## config.mk

```make
export PLATFORM = sky130hd
export DESIGN_NAME = sdram_audio_buf_ctrl
export DESIGN_NICKNAME = d
export VERILOG_FILES = /design/src/rtl/sdram_audio_buf_ctrl.sv
export SDC_FILE = /design/constraint.sdc
export NUM_CORES = 1
export LEC_CHECK = 0
export ABC_AREA = 1
export CAP_MARGIN = 10
export CORE_AREA = 3 3 120 122
export CTS_CLUSTER_DIAMETER = 200
export DETAILED_ROUTE_END_ITERATION = 10
export DIE_AREA = 0 0 123 125
export PLACE_DENSITY = 0.77
export SLEW_MARGIN = 20
export SYNTH_ARGS = -nofsm -noshare
export SYNTH_HDL_FRONTEND = slang
export SYNTH_SLANG_ARGS = --single-unit
```

## constraint.sdc

```tcl
create_clock -name i_clk -period 2.36 [get_ports i_clk]
set_input_delay 0.354 -clock i_clk [delete_from_list [all_inputs] [get_ports i_clk]]
set_output_delay 0.354 -clock i_clk [all_outputs]
set_load 0.02 [all_outputs]
```

## src/rtl/sdram_audio_buf_ctrl.sv

```systemverilog
// Request generator and pointer manager for the SDRAM burst core.
// A fixed SDRAM region is used as a circular audio sample buffer. The capture FIFO is drained
// into SDRAM with fixed-length write bursts, and the playback FIFO is refilled from SDRAM with
// fixed-length read bursts. Burst data moves directly between the FIFOs and the core.
//
// Ports:
//   i_clk, i_rst_n            clock, asynchronous active-low reset
//   i_enable                  allows new bursts to be issued
//   i_clear                   request to empty the buffer and rewind both pointers
//   i_wr_fifo_usedw           words waiting in the capture FIFO
//   i_rd_fifo_usedw           words held in the playback FIFO
//   o_wr_fifo_rden            capture FIFO read strobe (= core write data request)
//   o_rd_fifo_wren            playback FIFO write strobe (= core read data valid)
//   o_wr_burst_*              write burst request / length / address to the core
//   i_wr_burst_data_req/finish  write burst handshake from the core
//   o_rd_burst_*              read burst request / length / address to the core
//   i_rd_burst_data_valid/finish  read burst handshake from the core
//   o_buf_level               words currently held in SDRAM
//   o_busy                    a burst is outstanding
//   o_wr_stall                a write burst is wanted but the SDRAM buffer is full
module sdram_audio_buf_ctrl #(
    parameter int unsigned APP_ADDR_WIDTH   = 24,
    parameter int unsigned APP_BURST_WIDTH  = 10,
    parameter int unsigned FIFO_USEDW_WIDTH = 11,
    parameter int unsigned BURST_LEN        = 256,
    parameter int unsigned BUF_BASE         = 0,
    parameter int unsigned BUF_WORDS        = 1048576,
    parameter int unsigned RD_LOW_MARK      = 512
) (
    input  logic                        i_clk,
    input  logic                        i_rst_n,
    input  logic                        i_enable,
    input  logic                        i_clear,
    input  logic [FIFO_USEDW_WIDTH-1:0] i_wr_fifo_usedw,
    input  logic [FIFO_USEDW_WIDTH-1:0] i_rd_fifo_usedw,
    output logic                        o_wr_fifo_rden,
    output logic                        o_rd_fifo_wren,
    output logic                        o_wr_burst_req,
    output logic [APP_BURST_WIDTH-1:0]  o_wr_burst_len,
    output logic [APP_ADDR_WIDTH-1:0]   o_wr_burst_addr,
    input  logic                        i_wr_burst_data_req,
    input  logic                        i_wr_burst_finish,
    output logic                        o_rd_burst_req,
    output logic [APP_BURST_WIDTH-1:0]  o_rd_burst_len,
    output logic [APP_ADDR_WIDTH-1:0]   o_rd_burst_addr,
    input  logic                        i_rd_burst_data_valid,
    input  logic                        i_rd_burst_finish,
    output logic [APP_ADDR_WIDTH:0]     o_buf_level,
    output logic                        o_busy,
    output logic                        o_wr_stall
);

    localparam logic [APP_BURST_WIDTH-1:0] LenC     = APP_BURST_WIDTH'(BURST_LEN);
    localparam logic [APP_ADDR_WIDTH-1:0]  PtrBase  = APP_ADDR_WIDTH'(BUF_BASE);
    localparam logic [APP_ADDR_WIDTH-1:0]  PtrLast  =
        APP_ADDR_WIDTH'(BUF_BASE + BUF_WORDS - BURST_LEN);
    localparam logic [APP_ADDR_WIDTH-1:0]  PtrStep  = APP_ADDR_WIDTH'(BURST_LEN);
    localparam logic [APP_ADDR_WIDTH:0]    LvlStep  = (APP_ADDR_WIDTH + 1)'(BURST_LEN);
    localparam logic [APP_ADDR_WIDTH:0]    LvlWrMax = (APP_ADDR_WIDTH + 1)'(BUF_WORDS - BURST_LEN);

    typedef enum logic [1:0] {StIdle, StWrBurst, StRdBurst} state_e;

    state_e                      r_state;
    logic [APP_ADDR_WIDTH-1:0]   r_wr_ptr;
    logic [APP_ADDR_WIDTH-1:0]   r_rd_ptr;
    logic [APP_ADDR_WIDTH-1:0]   r_wr_burst_addr;
    logic [APP_ADDR_WIDTH-1:0]   r_rd_burst_addr;
    logic [APP_ADDR_WIDTH:0]     r_buf_level;
    logic                        r_wr_req;
    logic                        r_rd_req;
    logic                        r_busy;
    logic                        r_wr_stall;
    logic                        r_clear_pend;
    logic                        r_prio_rd;  // 0: write wins the next contested grant

    logic [31:0] w_wr_used;
    logic [31:0] w_rd_used;
    logic        w_wr_want;
    logic        w_wr_room;
    logic        w_wr_ok;
    logic        w_rd_ok;

    assign w_wr_used = 32'(i_wr_fifo_usedw);
    assign w_rd_used = 32'(i_rd_fifo_usedw);
    assign w_wr_want = i_enable & (w_wr_used >= BURST_LEN);
    assign w_wr_room = (r_buf_level <= LvlWrMax);
    assign w_wr_ok   = w_wr_want & w_wr_room;
    assign w_rd_ok   = i_enable & (w_rd_used <= RD_LOW_MARK) & (r_buf_level >= LvlStep);

    always_ff @(posedge i_clk or negedge i_rst_n) begin
        if (!i_rst_n) begin
            r_state         <= StIdle;
            r_wr_ptr        <= PtrBase;
            r_rd_ptr        <= PtrBase;
            r_wr_burst_addr <= PtrBase;
            r_rd_burst_addr <= PtrBase;
            r_buf_level     <= '0;
            r_wr_req        <= 1'b0;
            r_rd_req        <= 1'b0;
            r_busy          <= 1'b0;
            r_wr_stall      <= 1'b0;
            r_clear_pend    <= 1'b0;
            r_prio_rd       <= 1'b0;
        end else begin
            r_wr_stall <= w_wr_want & ~w_wr_room;
            unique case (r_state)
                StIdle: begin
                    if (r_clear_pend) begin
                        r_wr_ptr     <= PtrBase;
                        r_rd_ptr     <= PtrBase;
                        r_buf_level  <= '0;
                        r_clear_pend <= 1'b0;
                    end else if (w_wr_ok && (!w_rd_ok || !r_prio_rd)) begin
                        r_wr_burst_addr <= r_wr_ptr;
                        r_wr_req        <= 1'b1;
                        r_busy          <= 1'b1;
                        r_state         <= StWrBurst;
                        if (w_rd_ok) r_prio_rd <= 1'b1;
                    end else if (w_rd_ok) begin
                        r_rd_burst_addr <= r_rd_ptr;
                        r_rd_req        <= 1'b1;
                        r_busy          <= 1'b1;
                        r_state         <= StRdBurst;
                        if (w_wr_ok) r_prio_rd <= 1'b0;
                    end
                end
                StWrBurst: begin
                    if (i_wr_burst_finish) begin
                        r_wr_req    <= 1'b0;
                        r_busy      <= 1'b0;
                        r_wr_ptr    <= (r_wr_ptr == PtrLast) ? PtrBase : r_wr_ptr + PtrStep;
                        r_buf_level <= r_buf_level + LvlStep;
                        r_state     <= StIdle;
                    end
                end
                StRdBurst: begin
                    if (i_rd_burst_finish) begin
                        r_rd_req    <= 1'b0;
                        r_busy      <= 1'b0;
                        r_rd_ptr    <= (r_rd_ptr == PtrLast) ? PtrBase : r_rd_ptr + PtrStep;
                        r_buf_level <= r_buf_level - LvlStep;
                        r_state     <= StIdle;
                    end
                end
                default: r_state <= StIdle;
            endcase
            // Latched in any state; only acted on from idle so an in-flight burst completes.
            if (i_clear) r_clear_pend <= 1'b1;
        end
    end

    assign o_wr_fifo_rden  = i_wr_burst_data_req;
    assign o_rd_fifo_wren  = i_rd_burst_data_valid;
    assign o_wr_burst_req  = r_wr_req;
    assign o_wr_burst_len  = LenC;
    assign o_wr_burst_addr = r_wr_burst_addr;
    assign o_rd_burst_req  = r_rd_req;
    assign o_rd_burst_len  = LenC;
    assign o_rd_burst_addr = r_rd_burst_addr;
    assign o_buf_level     = r_buf_level;
    assign o_busy          = r_busy;
    assign o_wr_stall      = r_wr_stall;

endmodule

```

==> flow_summary.ini <==
[run_status]
status = complete, no violations

[min_path]
hold_class = reg -> reg
hold_path_depth = 2

[drt]
vias_per_cell = 4.88
via_count = 4786
wl_mm = 12.4
dr.pass1.iters = 4
detail_route.wl_per_cell_um = 12.6
drt-initial-drc-count = 231
drc_errors = 0
drtAntennaViolNets = 0

[die]
dieArea_um2 = 15400
start_util_pct = 39.9
dieHeight_um = 125
core_area_um2 = 13300
fp-row-count = 42
die_x_um = 123
pin_count = 129

[logic_synthesis]
synth_cell_type_count = 45
yosysWarnings = 0
synth_area_per_cell_um2 = 7.38
ys_ff_latch = 89
synthArstFlopShare_pct = 100
synth_edf_count = 0
synthCells = 719
yosysSeqAreaShare_pct = 42.0
netlist_area_um2 = 5310
synth_flop_cell = dfrtp_1

[clock_network]
cts.htree.levels = 3
cts_buffer_depth = 2
clkSlewWorstSetupHoldPaths_ns = 0.06
clockRootBuffer = clkbuf_16
cts_num_sinks = 89
cts_tree = built
cts_buffers = 9
clkLatencyLatePin_ns = 0.34

[worst_setup_path]
cp_slowest_cell = dfrtp_1
timing.critical_path.mode_cell = nand2_1
path_class = reg -> reg
cp-start-kind = register
cpPeakStageDelay_ns = 0.42
cp.required_ns = 2.59
path_buf_inv = 1
path_delay_family = simple AND/OR/NAND/NOR gates
cp_num_cells = 12
critical_path.cell_chain = ha_1 -> nand2_1 -> nor2_4 -> nand3_2 -> nand3_2 -> nand2_2 -> nor2_4 -> nand3_4 -> nor2_8 -> inv_4 -> nand2_1 -> nand2_1
crit_arrival_ns = 2.38
end_kind = register
crit_fanout = 17
rr_worst_depth = 12

[pwr]
switchingPower_uw = 2790
clkPwrFrac_pct = 22.3
power.share.combinational_pct = 47.4
ir_worst_vdd_v = 0.000533
swShare_pct = 43.6
power.internal_uw = 3620
power.total_uw = 6410
pwr-share-seq_pct = 30.3
power.density_nw_per_um2 = 998
power_leakage_uw = 0.00296

[sta]
slew_violations = 0
setup_viol = 0
finalSetupTns_ns = 0
fin_worst_skew_ns = 0.00641
timing.fmax_mhz = 464
fin_crit_sh_pct = 91.3
rsz0062_at_grt = no
finalCriticalPeriod_ns = 2.15
hold_viol = 0

[grt]
track_usage_pct = 16.5
grt_pass1_wl_mm = 20.8
antenna_found_initial = 0
grt_pass1_vias = 4552
overflow = 0
grt_max_degree = 39

[final_layout]
diodes = 0
mostFrequentLayoutCells = nand2_1 (202), dfrtp_1 (89), inv_1 (77)
final_common_cell = nand2_1
final_nets = 838
drive_gt1_share_pct = 6.34
syn2layout_area_growth_pct = 21.0
post-route-cell-area_um2 = 6420

[placement]
dpl.hpwl_mm = 9.19
io_buffers = 72
postPlaceCellArea_um2 = 6110
routabilityCongestion = 0.896

[flow_run]
maxCapViolCount = 0
cells in the mapped netlist, types with 3 or more instances:
library cell | instances | area, µm²
nand2_1 | 202 | 758
inv_1 | 77 | 289
xor2_1 | 4 | 35.0
nor4_1 | 3 | 18.8
ha_1 | 8 | 100
o21ai_1 | 7 | 35.0
nor3_1 | 18 | 90.1
nand3_1 | 35 | 175
o22ai_1 | 5 | 31.3
dfrtp_1 | 89 | 2230
o21ai_0 | 63 | 315
clkbuf_1 | 6 | 22.5
nor2_2 | 3 | 18.8
buf_4 | 47 | 353
buf_6 | 3 | 33.8
a31oi_1 | 5 | 31.3
nand4_1 | 7 | 43.8
buf_2 | 5 | 25.0
nor2_1 | 67 | 251
xnor2_1 | 3 | 26.3
nand3_2 | 3 | 30.0
a21oi_1 | 29 | 145
area by class of cell:
cell class	instances	area, µm²
Inverter	81	307
Multi-Input combinational cell	530	2500
Sequential cell	89	2230
Clock buffer	10	239
Tap cell	176	220
Timing Repair Buffer	89	873
Clock inverter	5	53.8
Fill cell	1303	6880
final timing paths:
kind	start	slack (ns)	endpoint
hold reg to reg	o_wr_burst_addr[10]	0.47	o_wr_burst_addr[10]
hold / removal	o_wr_burst_addr[10]	0.47	o_wr_burst_addr[10]
setup reg to reg	o_buf_level[9]	0.21	o_wr_burst_addr[18]
max in group asynchronous	i_rst_n	1.21	r_wr_ptr[15]
min in group asynchronous	i_rst_n	0.50	r_rd_ptr[10]
setup / recovery	o_buf_level[9]	0.21	o_wr_burst_addr[18]
worst min-delay path: cells and delay by family (launching register included):
family / cells / cell delay (ns)
DFF: 1 / 0.34
and+or+nand+nor: 2 / 0.10
per-stage QoR:
step / hold slack (ns) / cells / util, % / worst slack [ns]
floorplan: 0.0584 / 761 / - / 0.402
global placement: 0.319 / 964 / 46.0 / 0.131
detailed placement: 0.325 / 964 / 46.0 / 0.0905
CTS: 0.478 / 980 / 48.2 / 0.172
global route: 0.497 / 980 / 48.3 / 0.0119
finish: 0.472 / 980 / 48.3 / 0.206
state kept, by name, indices dropped and copies added (netlist names):
signal	flops
o_wr_burst_addr	16
r_rd_ptr	16
o_wr_burst_req	1
o_rd_burst_addr	16
r_wr_ptr	16
o_rd_burst_req	1
o_buf_level	17
r_clear_pend	1
r_prio_rd	1
o_wr_stall	1
r_state	2
o_busy	1
power groups by stage:
stage / clock, µW / combinational, µW / sequential [µW]
after floorplan: 0 / 1950 / 2080
after global placement: 0 / 2940 / 1960
after detailed placement: 0 / 3010 / 1970
after CTS: 1450 / 3020 / 1940
after global routing: 1500 / 3410 / 1980
final: 1430 / 3040 / 1940
layer usage:
| layer | vias to the layer above | global-route usage [%] | part of all wire, % |
|---|---|---|---|
| met1 | 2236 | 21.6 | 45 |
| met3 | 25 | 3.16 | 5.4 |
| met4 | 0 | 7.49 | 2.5 |
| met2 | 137 | 26.3 | 47 |
| li1 | 2388 | - | - |
| met5 | - | 0 | 0 |
what timing repair did:
action | in CTS | in global routing
buffers inserted | 0 | 0
setup endpoints to repair | 0 | 4
hold buffers | 1 | 0
endpoints found under the hold margin | 29 | 0
gates resized for setup | 0 | 1
kinds of logic after synthesis:
family                     share of synthesized area [%]
buffers and inverters                               14.0
other                                              0.142
and+or+nand+nor                                     28.3
xor gates and xnor gates                            1.16
adders and majority gates                           1.89
AOI/OAI and AO/OA                                   12.5
DFF                                                 42.0
Power figures use the tool's default switching activity.
